[config.mk]
export PLATFORM = sky130hd
export DESIGN_NAME = t5_lsu
export DESIGN_NICKNAME = d
export VERILOG_FILES = /design/src/rtl/t5_lsu_pkg.sv /design/src/rtl/t5_lsu_align.sv /design/src/rtl/t5_lsu.sv
export SDC_FILE = /design/constraint.sdc
export NUM_CORES = 1
export LEC_CHECK = 0
export CAP_MARGIN = 20
export CORE_MARGIN = 5
export CORE_UTILIZATION = 40
export CTS_BUF_LIST = sky130_fd_sc_hd__clkbuf_16
export DETAILED_ROUTE_END_ITERATION = 16
export GPL_ROUTABILITY_DRIVEN = 0
export PLACE_DENSITY = 0.82
export SYNTH_ARGS = -nofsm -noshare
export SYNTH_HDL_FRONTEND = slang
export SYNTH_SLANG_ARGS = --single-unit
[constraint.sdc]
create_clock -name sclk -period 3.53 [get_ports sclk]
set_input_delay 0.8825 -clock sclk [delete_from_list [all_inputs] [get_ports sclk]]
set_output_delay 0.8825 -clock sclk [all_outputs]
set_load 0.02 [all_outputs]
[src/rtl/t5_lsu_pkg.sv]
// Shared t5 definitions: access-size codes, opcode constants, LSU FSM states and the byte-lane helper.
package t5_pkg;

    localparam logic [1:0] SZ_B = 2'd0;
    localparam logic [1:0] SZ_H = 2'd1;
    localparam logic [1:0] SZ_W = 2'd2;
    localparam logic [1:0] SZ_D = 2'd3;

    localparam logic [4:0] OP_LOAD  = 5'b00000;
    localparam logic [4:0] OP_STORE = 5'b01000;

    typedef enum logic [1:0] {
        ST_IDLE = 2'd0,
        ST_BUS  = 2'd1,
        ST_DONE = 2'd2
    } lsu_state_e;

    // Byte-lane mask for an access of 2^size bytes starting at byte offset ofs (up to 8 lanes).
    function automatic logic [7:0] lane_sel(input logic [1:0] size, input logic [2:0] ofs);
        logic [7:0] base;
        case (size)
            SZ_B:    base = 8'h01;
            SZ_H:    base = 8'h03;
            SZ_W:    base = 8'h0F;
            SZ_D:    base = 8'hFF;
            default: base = 8'h00;
        endcase
        return base << ofs;
    endfunction

endpackage

[src/rtl/t5_lsu_align.sv]
// Data alignment for the LSU: load lane extract with sign/zero extension, store data lane replication.
module t5_lsu_align
    import t5_pkg::*;
#(
    parameter int XLEN = 32
) (
    input  logic [XLEN-1:0]              dti_i,
    input  logic [$clog2(XLEN/8)-1:0]    ofs_i,
    input  logic [1:0]                   ld_size_i,
    input  logic                         uns_i,
    input  logic [XLEN-1:0]              xdat_i,
    input  logic [1:0]                   st_size_i,
    output logic [XLEN-1:0]              ld_dat_o,
    output logic [XLEN-1:0]              st_dat_o
);

    logic [XLEN-1:0] sh_s;
    logic [XLEN-1:0] msk_s;
    logic            msb_s;

    // Right-align the addressed field, then keep its bytes and fill the rest with the extension bit.
    always_comb begin
        sh_s = dti_i >> {ofs_i, 3'b000};
        case (ld_size_i)
            SZ_B: begin
                msk_s = XLEN'(8'hFF);
                msb_s = sh_s[7];
            end
            SZ_H: begin
                msk_s = XLEN'(16'hFFFF);
                msb_s = sh_s[15];
            end
            SZ_W: begin
                msk_s = XLEN'(32'hFFFF_FFFF);
                msb_s = sh_s[31];
            end
            default: begin
                msk_s = {XLEN{1'b1}};
                msb_s = sh_s[XLEN-1];
            end
        endcase
        ld_dat_o = (sh_s & msk_s) | (~msk_s & {XLEN{~uns_i & msb_s}});
    end

    // Replicate the right-aligned store field so every candidate lane carries it.
    always_comb begin
        case (st_size_i)
            SZ_B:    st_dat_o = {(XLEN/8){xdat_i[7:0]}};
            SZ_H:    st_dat_o = {(XLEN/16){xdat_i[15:0]}};
            SZ_W:    st_dat_o = {(XLEN/32){xdat_i[31:0]}};
            default: st_dat_o = xdat_i;
        endcase
    end

endmodule

[src/rtl/t5_lsu.sv]
// t5 load/store unit: effective address, Wishbone data-port sequencing, misalign and timeout reporting.
module t5_lsu
    import t5_pkg::*;
#(
    parameter int XLEN = 32,
    parameter int TMO  = 255
) (
    input  logic                              sclk,
    input  logic                              srst,
    input  logic                              sena,
    input  logic [6:2]                        dopc,
    input  logic [14:12]                      dfn3,
    input  logic [XLEN-1:0]                   xbas,
    input  logic [XLEN-1:0]                   xoff,
    input  logic [XLEN-1:0]                   xdat,
    output logic [XLEN-$clog2(XLEN/8)-1:0]    dwb_adr,
    output logic [XLEN-1:0]                   dwb_dto,
    output logic [XLEN/8-1:0]                 dwb_sel,
    output logic                              dwb_stb,
    output logic                              dwb_wre,
    input  logic [XLEN-1:0]                   dwb_dti,
    input  logic                              dwb_ack,
    output logic                              lsu_busy,
    output logic                              lsu_vld,
    output logic [XLEN-1:0]                   lsu_dat,
    output logic                              lsu_mis,
    output logic                              lsu_err
);

    localparam int AB = $clog2(XLEN/8);
    localparam int SW = XLEN/8;
    localparam int CW = (TMO > 0) ? $clog2(TMO + 1) : 1;
    localparam logic [CW-1:0] TMO_LAST = CW'((TMO > 0) ? TMO - 1 : 0);
    localparam logic [CW-1:0] TMO_MAX  = CW'(TMO);

    lsu_state_e        state_q, state_d;
    logic [XLEN-AB-1:0] adr_q, adr_d;
    logic [XLEN-1:0]   dto_q, dto_d;
    logic [SW-1:0]     sel_q, sel_d;
    logic              stb_q, stb_d;
    logic              wre_q, wre_d;
    logic              busy_q, busy_d;
    logic              vld_q, vld_d;
    logic [XLEN-1:0]   dat_q, dat_d;
    logic              mis_q, mis_d;
    logic              err_q, err_d;
    logic [1:0]        size_q, size_d;
    logic              uns_q, uns_d;
    logic [AB-1:0]     ofs_q, ofs_d;
    logic [CW-1:0]     cnt_q, cnt_d;

    logic [XLEN-1:0]   ea_s;
    logic [AB-1:0]     ofs_s;
    logic [1:0]        size_s;
    logic              is_ld_s;
    logic              is_st_s;
    logic              align_ok_s;
    logic [XLEN-1:0]   ld_dat_s;
    logic [XLEN-1:0]   st_dat_s;

    t5_lsu_align #(
        .XLEN (XLEN)
    ) u_align (
        .dti_i     (dwb_dti),
        .ofs_i     (ofs_q),
        .ld_size_i (size_q),
        .uns_i     (uns_q),
        .xdat_i    (xdat),
        .st_size_i (size_s),
        .ld_dat_o  (ld_dat_s),
        .st_dat_o  (st_dat_s)
    );

    // Decode the incoming request: effective address, size and natural-alignment legality.
    always_comb begin
        ea_s    = xbas + xoff;
        ofs_s   = ea_s[AB-1:0];
        size_s  = dfn3[13:12];
        is_ld_s = (dopc == OP_LOAD);
        is_st_s = (dopc == OP_STORE);
        case (size_s)
            SZ_B:    align_ok_s = 1'b1;
            SZ_H:    align_ok_s = ~ofs_s[0];
            SZ_W:    align_ok_s = (ofs_s[1:0] == 2'b00);
            SZ_D:    align_ok_s = (XLEN == 64) && (ofs_s == {AB{1'b0}});
            default: align_ok_s = 1'b0;
        endcase
    end

    // Next-state and next-output logic; pulses default low, bus registers hold unless updated.
    always_comb begin
        state_d = state_q;
        adr_d   = adr_q;
        dto_d   = dto_q;
        sel_d   = sel_q;
        stb_d   = stb_q;
        wre_d   = wre_q;
        busy_d  = busy_q;
        vld_d   = 1'b0;
        dat_d   = dat_q;
        mis_d   = 1'b0;
        err_d   = 1'b0;
        size_d  = size_q;
        uns_d   = uns_q;
        ofs_d   = ofs_q;
        cnt_d   = cnt_q;
        case (state_q)
            ST_IDLE: begin
                if (sena && (is_ld_s || is_st_s)) begin
                    if (align_ok_s) begin
                        adr_d   = ea_s[XLEN-1:AB];
                        sel_d   = SW'(lane_sel(size_s, 3'(ofs_s)));
                        dto_d   = st_dat_s;
                        stb_d   = 1'b1;
                        wre_d   = is_st_s;
                        busy_d  = 1'b1;
                        size_d  = size_s;
                        uns_d   = dfn3[14];
                        ofs_d   = ofs_s;
                        cnt_d   = {CW{1'b0}};
                        state_d = ST_BUS;
                    end else begin
                        mis_d = 1'b1;
                    end
                end else begin
                    state_d = ST_IDLE;
                end
            end
            ST_BUS: begin
                // Ack wins over a timeout landing in the same cycle.
                if (dwb_ack) begin
                    stb_d   = 1'b0;
                    wre_d   = 1'b0;
                    busy_d  = 1'b0;
                    vld_d   = 1'b1;
                    state_d = ST_DONE;
                    if (!wre_q) begin
                        dat_d = ld_dat_s;
                    end else begin
                        dat_d = dat_q;
                    end
                end else if ((TMO != 0) && (cnt_q == TMO_LAST)) begin
                    stb_d   = 1'b0;
                    wre_d   = 1'b0;
                    busy_d  = 1'b0;
                    err_d   = 1'b1;
                    state_d = ST_DONE;
                end else if (cnt_q != TMO_MAX) begin
                    cnt_d = cnt_q + CW'(1'b1);
                end else begin
                    cnt_d = cnt_q;
                end
            end
            ST_DONE: begin
                state_d = ST_IDLE;
            end
            default: begin
                state_d = ST_IDLE;
                stb_d   = 1'b0;
                wre_d   = 1'b0;
                busy_d  = 1'b0;
            end
        endcase
    end

    // State and output registers with synchronous reset to an idle, quiet bus.
    always_ff @(posedge sclk) begin
        if (srst) begin
            state_q <= ST_IDLE;
            adr_q   <= {(XLEN-AB){1'b0}};
            dto_q   <= {XLEN{1'b0}};
            sel_q   <= {SW{1'b0}};
            stb_q   <= 1'b0;
            wre_q   <= 1'b0;
            busy_q  <= 1'b0;
            vld_q   <= 1'b0;
            dat_q   <= {XLEN{1'b0}};
            mis_q   <= 1'b0;
            err_q   <= 1'b0;
            size_q  <= 2'b00;
            uns_q   <= 1'b0;
            ofs_q   <= {AB{1'b0}};
            cnt_q   <= {CW{1'b0}};
        end else begin
            state_q <= state_d;
            adr_q   <= adr_d;
            dto_q   <= dto_d;
            sel_q   <= sel_d;
            stb_q   <= stb_d;
            wre_q   <= wre_d;
            busy_q  <= busy_d;
            vld_q   <= vld_d;
            dat_q   <= dat_d;
            mis_q   <= mis_d;
            err_q   <= err_d;
            size_q  <= size_d;
            uns_q   <= uns_d;
            ofs_q   <= ofs_d;
            cnt_q   <= cnt_d;
        end
    end

    assign dwb_adr  = adr_q;
    assign dwb_dto  = dto_q;
    assign dwb_sel  = sel_q;
    assign dwb_stb  = stb_q;
    assign dwb_wre  = wre_q;
    assign lsu_busy = busy_q;
    assign lsu_vld  = vld_q;
    assign lsu_dat  = dat_q;
    assign lsu_mis  = mis_q;
    assign lsu_err  = err_q;

endmodule

==> metrics.yaml <==
yosysUniqueCellTypes: 60
grt_max_degree: 55
final.min_clock_period_ns: 3.20
overflow: 0
vias: 7288
stdcell_area_mm2: 0.0101
worstSetupPathType: "in2reg"
cp_data_required_time_ns: 3.87
vias_per_cell: 5.42
reg2reg_slack_ns: 1.00
ctsHoldBuffers: 0
crit_arrival_ns: 3.53
grt_usage_pct: 22.7
rsz0062_at_grt: "false"
layout_common_cells: "242 x clkdlybuf4s50_1, 167 x nand2_1, 118 x dfxtp_1, 90 x a21oi_1, 81 x nor2_1"
fin_crit_sh_pct: 90.6
dpl_cell_area_mm2: 0.00952
finalNetCount: 1287
n_antenna_cell: 0
cp_num_buf_inv: 1
core.rowCount: 47
cts_num_sinks: 118
crit_fanout: 4
drt-pass1-iter-count: 5
p_per_area_mw_per_mm2: 377
syn_area_mm2: 0.00678
fin_ws_ns: 0.333
ys_seq_elements: 118
status: "completed"
dp_hpwl_mm: 17.7
cts_tree: "yes"
relSlewSlack_pct: 27.5
io_pins: 244
pre_cts_slack_ns: -0.0400
hp-start: "dwb_sel[1]"
start_util_pct: 40.9
dieArea_mm2: 0.0197
ir_drop_uv: 316
cts_max_level: 4
max_stage_delay_ns: 0.41
syn2layout_area_growth_pct: 49.1
synth_edf_count: 0
p_leak_nw: 3.67
synth.net_count: 1050
cp_slowest_cell: "clkdlybuf4s50_1"
drt_iter0_markers: 480
hold_viol: 0
path_delay_family: "compound AO/OA/AOI/OAI gates"
clockBufferDepth: 2
worstPathCellList: "clkdlybuf4s50_1, ha_1, fa_1, a21o_1, a221o_1, a41oi_1, o21ba_2, o22ai_1, mux2_2, o22ai_1"
syn_area_per_cell_um2: 7.74
r2r_cells: 8
root_buffer: "clkbuf_16"
postCtsResizedCells: 0
ys_warn_count: 0
fin_skew_ns: 0.0106
clk_pin_slew_ns: 0.06
drv_slew: 0
hp-class: "reg2reg"
end_kind: "flip-flop"
cpMostUsedCell: "o22ai_1"
ys_async_sr_fraction_pct: 0
detail_route.wl_per_cell_um: 17.1
numCtsBuffers: 17
die_h_um: 140
cp-start-kind: "input pin"
drc: 0
core_area_mm2: 0.0166
maxCapViolations: 0
ant_nets: 0
max_freq_mhz: 313
grt_pass1_vias: 7172
setup_viol_count_final: 0
whs_ns: 0.448
holdPathEnd: "dwb_sel[1]"
synthFlopType: "dfxtp_1"
wl_mm: 22.9
rr_endpoint: "dwb_adr[27]"
worst_pin_slew_ns: 1.08
r2r-start: "state_q[1]"
post_cts_buffers: 0
fp.dieW_um: 140
cp-startpoint: "xoff[0]"
final_common_cell: "clkdlybuf4s50_1"
syn-instance-count: 876
drive_above_1_share_pct: 8.19
clk_latency_ns: 0.42
whs_path_depth: 2
port_buffers: 243
antenna_found_initial: 0
grt_pass1_wl_mm: 36.6
seq_area_frac_synth_pct: 34.8
kinds of logic after synthesis:
group | Yosys count | share of synthesized area [%]
AND/OR/NAND/NOR | 332 | 21.4
AO/OA/AOI/OAI | 250 | 22.5
buffers and inverters | 65 | 3.82
adder cells (fa/ha/maj) | 34 | 6.39
XOR/XNOR | 32 | 4.13
flip-flops | 118 | 34.8
multiplexers | 45 | 6.96
stage by stage:
step                utilization [%]  total power [mW]  setup TNS, ns  cells
floorplan                         -              1.76              0    876
global placement               57.4              2.07              0   1314
detailed placement             57.4              2.08        -0.0485   1314
CTS                            61.0              3.84              0   1344
global route                   61.0              3.96              0   1344
finish                         61.0              3.82              0   1344
worst max-delay path by stage:
| stage | cells after the start | endpoint |
|---|---|---|
| final | 10 | dwb_adr[26] |
| after global routing | 10 | dwb_adr[26] |
| after CTS | 10 | dwb_adr[26] |
| after detailed placement | 10 | dwb_adr[26] |
| after global placement | 10 | dwb_adr[26] |
| after floorplan | 9 | dwb_adr[26] |
worst reg2reg max path: cells and delay by family (launching register included):
kind | cells | cell delay (ns)
buffers and inverters | 1 | 0.23
flip-flops | 1 | 0.33
AND/OR/NAND/NOR | 4 | 1.45
AO/OA/AOI/OAI | 3 | 0.46
per-layer routing:
| layer | share of wire (%) | global-route usage (%) | wire length (um) | vias up |
|---|---|---|---|---|
| met5 | 0 | 0 | 0 | - |
| met4 | 2.8 | 8.36 | 639 | 0 |
| met3 | 8.9 | 6.48 | 2050 | 53 |
| met2 | 48 | 38.7 | 11000 | 333 |
| met1 | 40 | 27.1 | 9230 | 3323 |
| li1 | - | - | - | 3579 |
where the power goes:
group	internal (mW)	total [mW]	switching [mW]	leakage [nW]
Clock	1.16	1.75	0.596	0.288
Combinational	0.355	0.712	0.357	2.44
Sequential	1.34	1.35	0.00693	0.951
cell usage after synthesis, drive strengths merged (3+ instances only):
master    n  area (um2)
xnor2    12         105
o311ai    3        26.3
nor2     82         310
a311oi    8        70.1
o21a      7        52.6
ha       33         413
o22ai     5        31.3
a31oi     6        37.5
nand2b    6        45.0
xor2     20         175
dfxtp   118        2360
nand3    13        65.1
inv       5        18.8
o31ai     4        30.0
o211ai   10        75.1
a21o     10        75.1
o21bai    3        22.5
a211oi   29         218
buf       9        48.8
or3       7        45.1
o21ai    60         304
a21oi    90         450
nor2b     4        25.0
and3     10        62.6
clkbuf   51         191
nand2   167         627
nor3     22         110
mux2i    28         280
mux2     17         191
nand4     6        37.5
sequential cells by signal, summed over array words and instances (netlist names):
signal	count
dwb_dto	32
lsu_dat	32
dwb_adr	30
cnt_q	8
dwb_sel	4
ofs_q	2
size_q	2
state_q	2
dwb_wre	1
lsu_busy	1
lsu_err	1
lsu_mis	1
lsu_vld	1
uns_q	1
area by class of cell:
cell class | instances | area, um2
Inverter | 5 | 18.8
Multi-Input combinational cell | 693 | 4170
Timing Repair Buffer | 278 | 2690
Clock inverter | 13 | 165
Tap cell | 220 | 275
Sequential cell | 118 | 2360
Clock buffer | 17 | 425
Fill cell | 1494 | 6470
Power figures use the tool's default switching activity.
